--- src/rtl/pipe_stage_pkg.sv ---
// Shared constants and types for the elastic pipeline-stage buffer.
// No logic; consumed by pipe_stage_buf and pipe_stage_perf.
// Pointer width helper keeps DEPTH=1 from producing a zero-width pointer.
package pipe_stage_pkg;

    localparam int PIPE_STAGE_MAX_DEPTH = 4;

    typedef logic [31:0] perf_cnt_t;

    // Pointer width for a queue of 'depth' entries, never below one bit.
    function automatic int ptr_w(input int depth);
        return (depth <= 1) ? 1 : $clog2(depth);
    endfunction

endpackage : pipe_stage_pkg

--- src/rtl/pipe_stage_perf.sv ---
// Saturating performance counters for pipe_stage_buf (built only with PIPE_STAGE_BUF_PERF_EN).
// Latency: each event is reflected in its counter one edge after it occurs.
// Backpressure: none; purely observes, counters stick at all-ones and clear on RST.
`ifdef PIPE_STAGE_BUF_PERF_EN
module pipe_stage_perf
    import pipe_stage_pkg::*;
(
    input  logic        CLK,
    input  logic        RST,
    input  logic        stall_evt_i,
    input  logic        full_evt_i,
    input  logic        flush_evt_i,
    output perf_cnt_t   stall_cycles_o,
    output perf_cnt_t   full_cycles_o,
    output logic [15:0] flush_events_o
);

    perf_cnt_t   stall_q, stall_d;
    perf_cnt_t   full_q,  full_d;
    logic [15:0] flush_q, flush_d;

    // Increment on each event unless the counter has already saturated.
    always_comb begin
        stall_d = stall_q;
        full_d  = full_q;
        flush_d = flush_q;
        if (stall_evt_i && (stall_q != '1)) stall_d = stall_q + 32'd1;
        if (full_evt_i  && (full_q  != '1)) full_d  = full_q  + 32'd1;
        if (flush_evt_i && (flush_q != '1)) flush_d = flush_q + 16'd1;
    end

    // Counter registers; reset wins over any event in the same cycle.
    always_ff @(posedge CLK) begin
        if (RST) begin
            stall_q <= '0;
            full_q  <= '0;
            flush_q <= '0;
        end else begin
            stall_q <= stall_d;
            full_q  <= full_d;
            flush_q <= flush_d;
        end
    end

    assign stall_cycles_o = stall_q;
    assign full_cycles_o  = full_q;
    assign flush_events_o = flush_q;

endmodule : pipe_stage_perf
`endif

--- src/rtl/pipe_stage_buf.sv ---
// Elastic pipeline-stage register: DEPTH-entry circular queue with flush (optional PIPE_STAGE_BUF_PERF_EN counters).
// Latency: an entry pushed on edge t is at out_data/out_valid after that edge; no bypass.
// Backpressure: in_ready drops when full (READY_REG=0 also accepts when full and out_ready) and during flush.
module pipe_stage_buf
    import pipe_stage_pkg::*;
#(
    parameter int W         = 32,   // 1..512
    parameter int DEPTH     = 2,    // 1..PIPE_STAGE_MAX_DEPTH
    parameter int READY_REG = 0     // 1: in_ready independent of out_ready
) (
    input  logic                         CLK,
    input  logic                         RST,
    input  logic                         flush,
    input  logic                         in_valid,
    output logic                         in_ready,
    input  logic [W-1:0]                 in_data,
    output logic                         out_valid,
    input  logic                         out_ready,
    output logic [W-1:0]                 out_data,
    output logic [$clog2(DEPTH+1)-1:0]   occupancy
`ifdef PIPE_STAGE_BUF_PERF_EN
    ,
    output perf_cnt_t                    stall_cycles,
    output perf_cnt_t                    full_cycles,
    output logic [15:0]                  flush_events
`endif
);

    localparam int            PW      = ptr_w(DEPTH);
    localparam int            CW      = $clog2(DEPTH + 1);
    localparam logic [CW-1:0] DEPTH_C = CW'(DEPTH);
    localparam logic [PW-1:0] LAST_C  = PW'(DEPTH - 1);

    logic [W-1:0]  mem_q [DEPTH];
    logic [PW-1:0] wr_ptr_q, wr_ptr_d;
    logic [PW-1:0] rd_ptr_q, rd_ptr_d;
    logic [CW-1:0] count_q,  count_d;
    logic          not_full;
    logic          push;
    logic          pop;

    // Explicit wrap so DEPTH=3 cycles 0,1,2,0 instead of running into index 3.
    function automatic logic [PW-1:0] ptr_inc(input logic [PW-1:0] p);
        return (p == LAST_C) ? '0 : p + PW'(1);
    endfunction

    assign not_full = (count_q < DEPTH_C);

    generate
        if (READY_REG != 0) begin : g_ready_reg
            assign in_ready = !flush && not_full;
        end else begin : g_ready_comb
            // Full but draining this cycle still frees a slot for a simultaneous push.
            assign in_ready = !flush && (not_full || out_ready);
        end
    endgenerate

    assign out_valid = (count_q != '0) && !flush;
    assign out_data  = mem_q[rd_ptr_q];
    assign occupancy = count_q;

    assign push = in_valid  && in_ready  && !flush;
    assign pop  = out_valid && out_ready && !flush;

    // Next pointers and count; flush squashes everything and rewinds both pointers.
    always_comb begin
        wr_ptr_d = wr_ptr_q;
        rd_ptr_d = rd_ptr_q;
        count_d  = count_q;
        if (flush) begin
            wr_ptr_d = '0;
            rd_ptr_d = '0;
            count_d  = '0;
        end else begin
            if (push) wr_ptr_d = ptr_inc(wr_ptr_q);
            if (pop)  rd_ptr_d = ptr_inc(rd_ptr_q);
            case ({push, pop})
                2'b10:   count_d = count_q + CW'(1);
                2'b01:   count_d = count_q - CW'(1);
                default: count_d = count_q;
            endcase
        end
    end

    // State and storage; reset clears the payload too so out_data is defined.
    always_ff @(posedge CLK) begin
        if (RST) begin
            wr_ptr_q <= '0;
            rd_ptr_q <= '0;
            count_q  <= '0;
            for (int i = 0; i < DEPTH; i++) begin
                mem_q[i] <= '0;
            end
        end else begin
            wr_ptr_q <= wr_ptr_d;
            rd_ptr_q <= rd_ptr_d;
            count_q  <= count_d;
            if (push) begin
                mem_q[wr_ptr_q] <= in_data;
            end
        end
    end

`ifdef PIPE_STAGE_BUF_PERF_EN
    pipe_stage_perf u_perf (
        .CLK            (CLK),
        .RST            (RST),
        .stall_evt_i    (out_valid && !out_ready),
        .full_evt_i     (count_q == DEPTH_C),
        .flush_evt_i    (flush),
        .stall_cycles_o (stall_cycles),
        .full_cycles_o  (full_cycles),
        .flush_events_o (flush_events)
    );
`endif

endmodule : pipe_stage_buf

--- config.mk ---
export PLATFORM = sky130hd
export DESIGN_NAME = pipe_stage_buf
export DESIGN_NICKNAME = d
export VERILOG_FILES = /design/src/rtl/pipe_stage_pkg.sv /design/src/rtl/pipe_stage_perf.sv /design/src/rtl/pipe_stage_buf.sv
export SDC_FILE = /design/constraint.sdc
export NUM_CORES = 1
export LEC_CHECK = 0
export CAP_MARGIN = 20
export CORE_ASPECT_RATIO = 0.75
export CORE_MARGIN = 2
export CORE_UTILIZATION = 40
export DETAILED_ROUTE_END_ITERATION = 10
export GPL_ROUTABILITY_DRIVEN = 1
export GPL_TIMING_DRIVEN = 0
export PLACE_DENSITY = 0.75
export SLEW_MARGIN = 20
export SYNTH_ARGS = -nofsm -noshare
export SYNTH_HDL_FRONTEND = slang
export SYNTH_SLANG_ARGS = --single-unit
--- constraint.sdc ---
create_clock -name CLK -period 2.7 [get_ports CLK]
set_input_delay 0.405 -clock CLK [delete_from_list [all_inputs] [get_ports CLK]]
set_output_delay 0.405 -clock CLK [all_outputs]
set_load 0.02 [all_outputs]
# ---- Yosys cells after proc, flatten, opt, wreduce, memory -nomap -nowiden
# Memories as Yosys holds them, arrays and structs flattened. A register that Yosys moved wholly into a read port is not among the register bits.
# Index checks and enable logic that the tools add are counted.
# Widths: inputs -> output; s select.
dict set report classes {
  n_addsub 4
  n_lt_le_gt_ge 1
  n_eq_ne 2
  mux 13
  reduce_logical 12
}
# operator count
set op_table {}
lappend op_table {{$mux 32} 1}
lappend op_table {{$reduce_or 32->1} 1}
lappend op_table {{$mux 1} 11}
lappend op_table {{$logic_and 1x1->1} 6}
lappend op_table {{$pmux 2 s2} 1}
lappend op_table {{$reduce_bool 2->1} 2}
lappend op_table {{$add 1x1->1 const B} 2}
lappend op_table {{$add 2x1->2 const B} 1}
lappend op_table {{$eq 2x1->1 const B} 1}
lappend op_table {{$eq 2x2->1 const B} 1}
lappend op_table {{$lt 2x2->1 const B} 1}
lappend op_table {{$reduce_or 2->1} 1}
lappend op_table {{$sub 2x1->2 const B} 1}
lappend op_table {{$logic_not 1->1} 1}
lappend op_table {{$logic_or 1x1->1} 1}
dict set report word_totals {
  regBits 4
  ramBits 64
  output_inout_bits 36
  word_cells 36
  n_memories 1
}
# memory depth width read_ports rd_ports_with_merged_regs write_ports line_no
set memory_table {}
lappend memory_table {mem_q 2 32 1 1 2 pipe_stage_buf.sv:34} ;# logic [W-1:0] mem_q [DEPTH];

# ---- Logic depth before layout (Yosys ltp)
dict set report logic_depth {
  word_depth 10
  mapped_depth 7
  depth_no_buf 7
}

# ---- Worst setup path before layout
# Ideal clock, no wire load.
dict set report synth_timing {
  path_kind {reg-to-reg}
  startpoint {register count_q[1], in the netlist occupancy[1]}
  endpoint {memory mem_q[1][0] (enable)}
  setup_ns 0.394
  arrival_ns 1.820
  required_time_ns 2.306
  setup_slack_ns 0.486
  path_stages_with_launch 5
  n_path_buf 1
  synth_period_minus_slack_ns 2.214
  path_cell_list {dfxtp_1 -> nor2b_4 -> or3b_1 -> buf_6 -> nand2b_1}
}
# item line_no
set synth_lines {}
lappend synth_lines {{from (decl)} pipe_stage_buf.sv:37} ;# logic [CW-1:0] count_q, count_d;
lappend synth_lines {{from (signal assigned)} pipe_stage_buf.sv:97} ;# count_q <= count_d;
lappend synth_lines {{to (decl)} pipe_stage_buf.sv:34}

==> flow_summary.ini <==
[outcome]
status = finished clean

[logic_synthesis]
synth.distinct_cells = 27
synth_nets = 274
syn_area_sq_um = 3220
syn_avg_cell_area_sq_um = 13.7
yosys_warnings = 0
syn_inst = 236
ys_seq_area_frac = 0.627
synth_top_flop_cell = edfxtp_1
ys_ff_latch = 69
synthArstFlopShare = 0
synth_edf_count = 64

[global_routing]
grt_max_degree = 28
antenna_found_initial = 0
grtUsageTotal = 0.155
grt_first_pass_wirelength_microns = 10100
overflow = 0
grt_pass1_vias = 2090

[drt]
wl_microns = 6340
avgViaCountPerCell = 4.65
drt-pass1-iter-count = 4
wire_per_inst_microns = 14.7
num_vias = 2002
postRouteAntennaNets = 0
drt-initial-drc-count = 66
drc = 0

[timing]
finClkSkew_ns = 0.00765
tightest_slew_ns = 0.398
finalMaxSlewViolations = 0
period_needed_ns = 2.51
finalHoldViolCount = 0
fmax_mhz = 398
period_share = 0.930
holdWs_ns = 0.484
relSlewSlack = 0.735
setup_viol = 0
rsz0062_at_grt = false

[clock_network]
hold_buffers = 0
numCtsBuffers = 9
h-tree-depth = 3
cts.reportedPaths.clkPinSlew_ns = 0.07
cts_tree = built
root_buffer = clkbuf_8
ctsResizeCount = 0
insertion_delay_ns = 0.34
cts_buffer_depth = 2
clock-sinks = 69
post_cts_buffers = 0

[final_layout]
final_cells = 431
antenna_cells = 0
layout-drive-gt1-share = 0.270
stdcell_area_sq_um = 4300
seq_area_sq_um = 2020
syn_to_final_growth_pct = 33.4
utilization = 0.548
multi_input_area_sq_um = 1070
fin_nets = 359
n_fill_cell = 719

[setup_path]
worst_setup_path_start_kind = register
arrival_ns = 2.11
cpLargestDelayFamily = buffers and inverters
rrSetupSlack_ns = 0.87
reg2regPathDepth = 5
cp_max_fo = 10
reg2reg_from = occupancy[1]
reg2reg_to = mem_q[0][22]
worstPathCellList = clkbuf_1 -> buf_2 -> mux2_2 -> clkdlybuf4s50_1
max_stage_delay_ns = 0.56
critical_path_class = register to primary output
worst_path_max_delay_cell = clkdlybuf4s50_1
critPathRequiredTime_ns = 2.30
worstSetupEndpointType = primary output
path_buf_inv = 3

[power_and_ir_drop]
combPwrFrac = 0.137
clock_power_share = 0.333
leakage_nw = 1.52
switching_share = 0.225
switching_power_uw = 523
intPower_mw = 1.80
irDropWorstVdd_mv = 0.260
seqPwrFrac = 0.530
power_density_nw_per_um2 = 540

[hold_path]
min_path_type = register to register
whs_path_depth = 2
min_to = rd_ptr_q
worst_hold_startpoint = rd_ptr_q

[placed_design]
dp.cells = 415
dpl-instance-area_sq_um = 4120
place_hpwl_microns = 4330
gp_congestion = 0.757
io_buffers = 72

[floorplan]
dieArea_sq_um = 8800
io_pins = 73
initial_utilization = 0.411
std_cell_rows = 28
dieHeight_microns = 81.8
die_x_microns = 108
coreArea_sq_um = 7850

[run]
cap_viol_max_count = 0
==> area by class of cell <==
cell class | count | share of cell area
Clock inverter | 6 | 0.0125
Clock buffer | 10 | 0.0297
Buffer | 15 | 0.0314
Sequential cell | 69 | 0.470
Tap cell | 105 | 0.0305
Timing Repair Buffer | 74 | 0.177
Multi-Input combinational cell | 152 | 0.249
==> Yosys cell counts (2+ instances only) <==
library cell | instances | area, sq um
nand2b_1 | 34 | 213
or3_1 | 2 | 12.5
nor2_4 | 4 | 45.0
buf_12 | 2 | 40.0
buf_2 | 4 | 20.0
nand2_1 | 2 | 7.51
buf_6 | 4 | 45.0
a21boi_0 | 2 | 15.0
mux2_1 | 6 | 67.6
nor2_2 | 26 | 163
o21ai_0 | 4 | 20.0
clkbuf_1 | 4 | 15.0
mux2_2 | 26 | 293
nor2_1 | 36 | 135
edfxtp_1 | 64 | 1920
dfxtp_1 | 5 | 100
==> cell usage in the layout, fill, tap and decap left out, drive strengths merged, types with 2 or more instances in the layout <==
cell	count
dfxtp	5
o21ai	4
mux2	32
nand2b	35
nand2	2
clkdlybuf4s50	72
nor2	66
buf	13
clkinv	5
clkbuf	14
edfxtp	64
or3	2
a21boi	2
==> power by group through the flow <==
stage               sequential [mW]  clock (mW)  combinational (mW)
CTS                            1.23       0.790               0.324
finish                         1.23       0.774               0.318
detailed placement             1.26           0               0.322
global placement               1.26           0               0.311
global route                   1.24       0.837               0.342
floorplan                      1.25           0               0.159
==> tightest hold or removal path, stage by stage (launching register included) <==
cell	delay [ns]
dfxtp_1	0.31
nand2_1	0.06
o21ai_0	0.06
==> cell families (layout without fill, tap and decap cells) <==
kind of cell | Yosys count | count (layout) | synth area share
fa+ha+maj | 1 | 1 | 0.00388
xor+xnor | 2 | 2 | 0.00543
mux | 32 | 32 | 0.112
compound gates | 7 | 7 | 0.0140
simple gates | 110 | 110 | 0.196
flops | 69 | 69 | 0.627
buf+inv | 15 | 105 | 0.0419
==> registers in the layout, summed over array words and instances, names as in the netlist, named ones only <==
name	count
rd_ptr_q	1
wr_ptr_q	1
occupancy	2
mem_q	64
==> metrics by stage <==
step / power [mW] / setup slack (ns) / TNS, ns
2_1_floorplan: 1.41 / 0.486 / 0
3_3_place_gp: 1.57 / -0.526 / -33.49
3_5_place_dp: 1.58 / 0.279 / 0
4_1_cts: 2.35 / 0.139 / 0
5_1_grt: 2.42 / 0.0573 / 0
6_report: 2.32 / 0.189 / 0
==> worst max-delay path by stage <==
| stage | startpoint | end | slack [ns] | cells after the start |
|---|---|---|---|---|
| CTS | register | out_data[1] | 0.14 | 4 |
| finish | register | out_data[21] | 0.19 | 4 |
| global route | register | out_data[0] | 0.06 | 4 |
| floorplan | occupancy[1] | mem_q[1][0] | 0.49 | 4 |
| detailed placement | RST | mem_q[0][17] | 0.28 | 4 |
| global placement | RST | mem_q[0][17] | -0.53 | 3 |
==> layer usage <==
metal,vias to the layer above,wire (microns),global-route usage
li1,983,-,-
met1,950,2870,0.195
met2,65,3020,0.256
met3,4,422,0.0500
met4,0,23,0.0487
met5,-,0,0
Note: power is estimated with default switching activity, not from simulation.
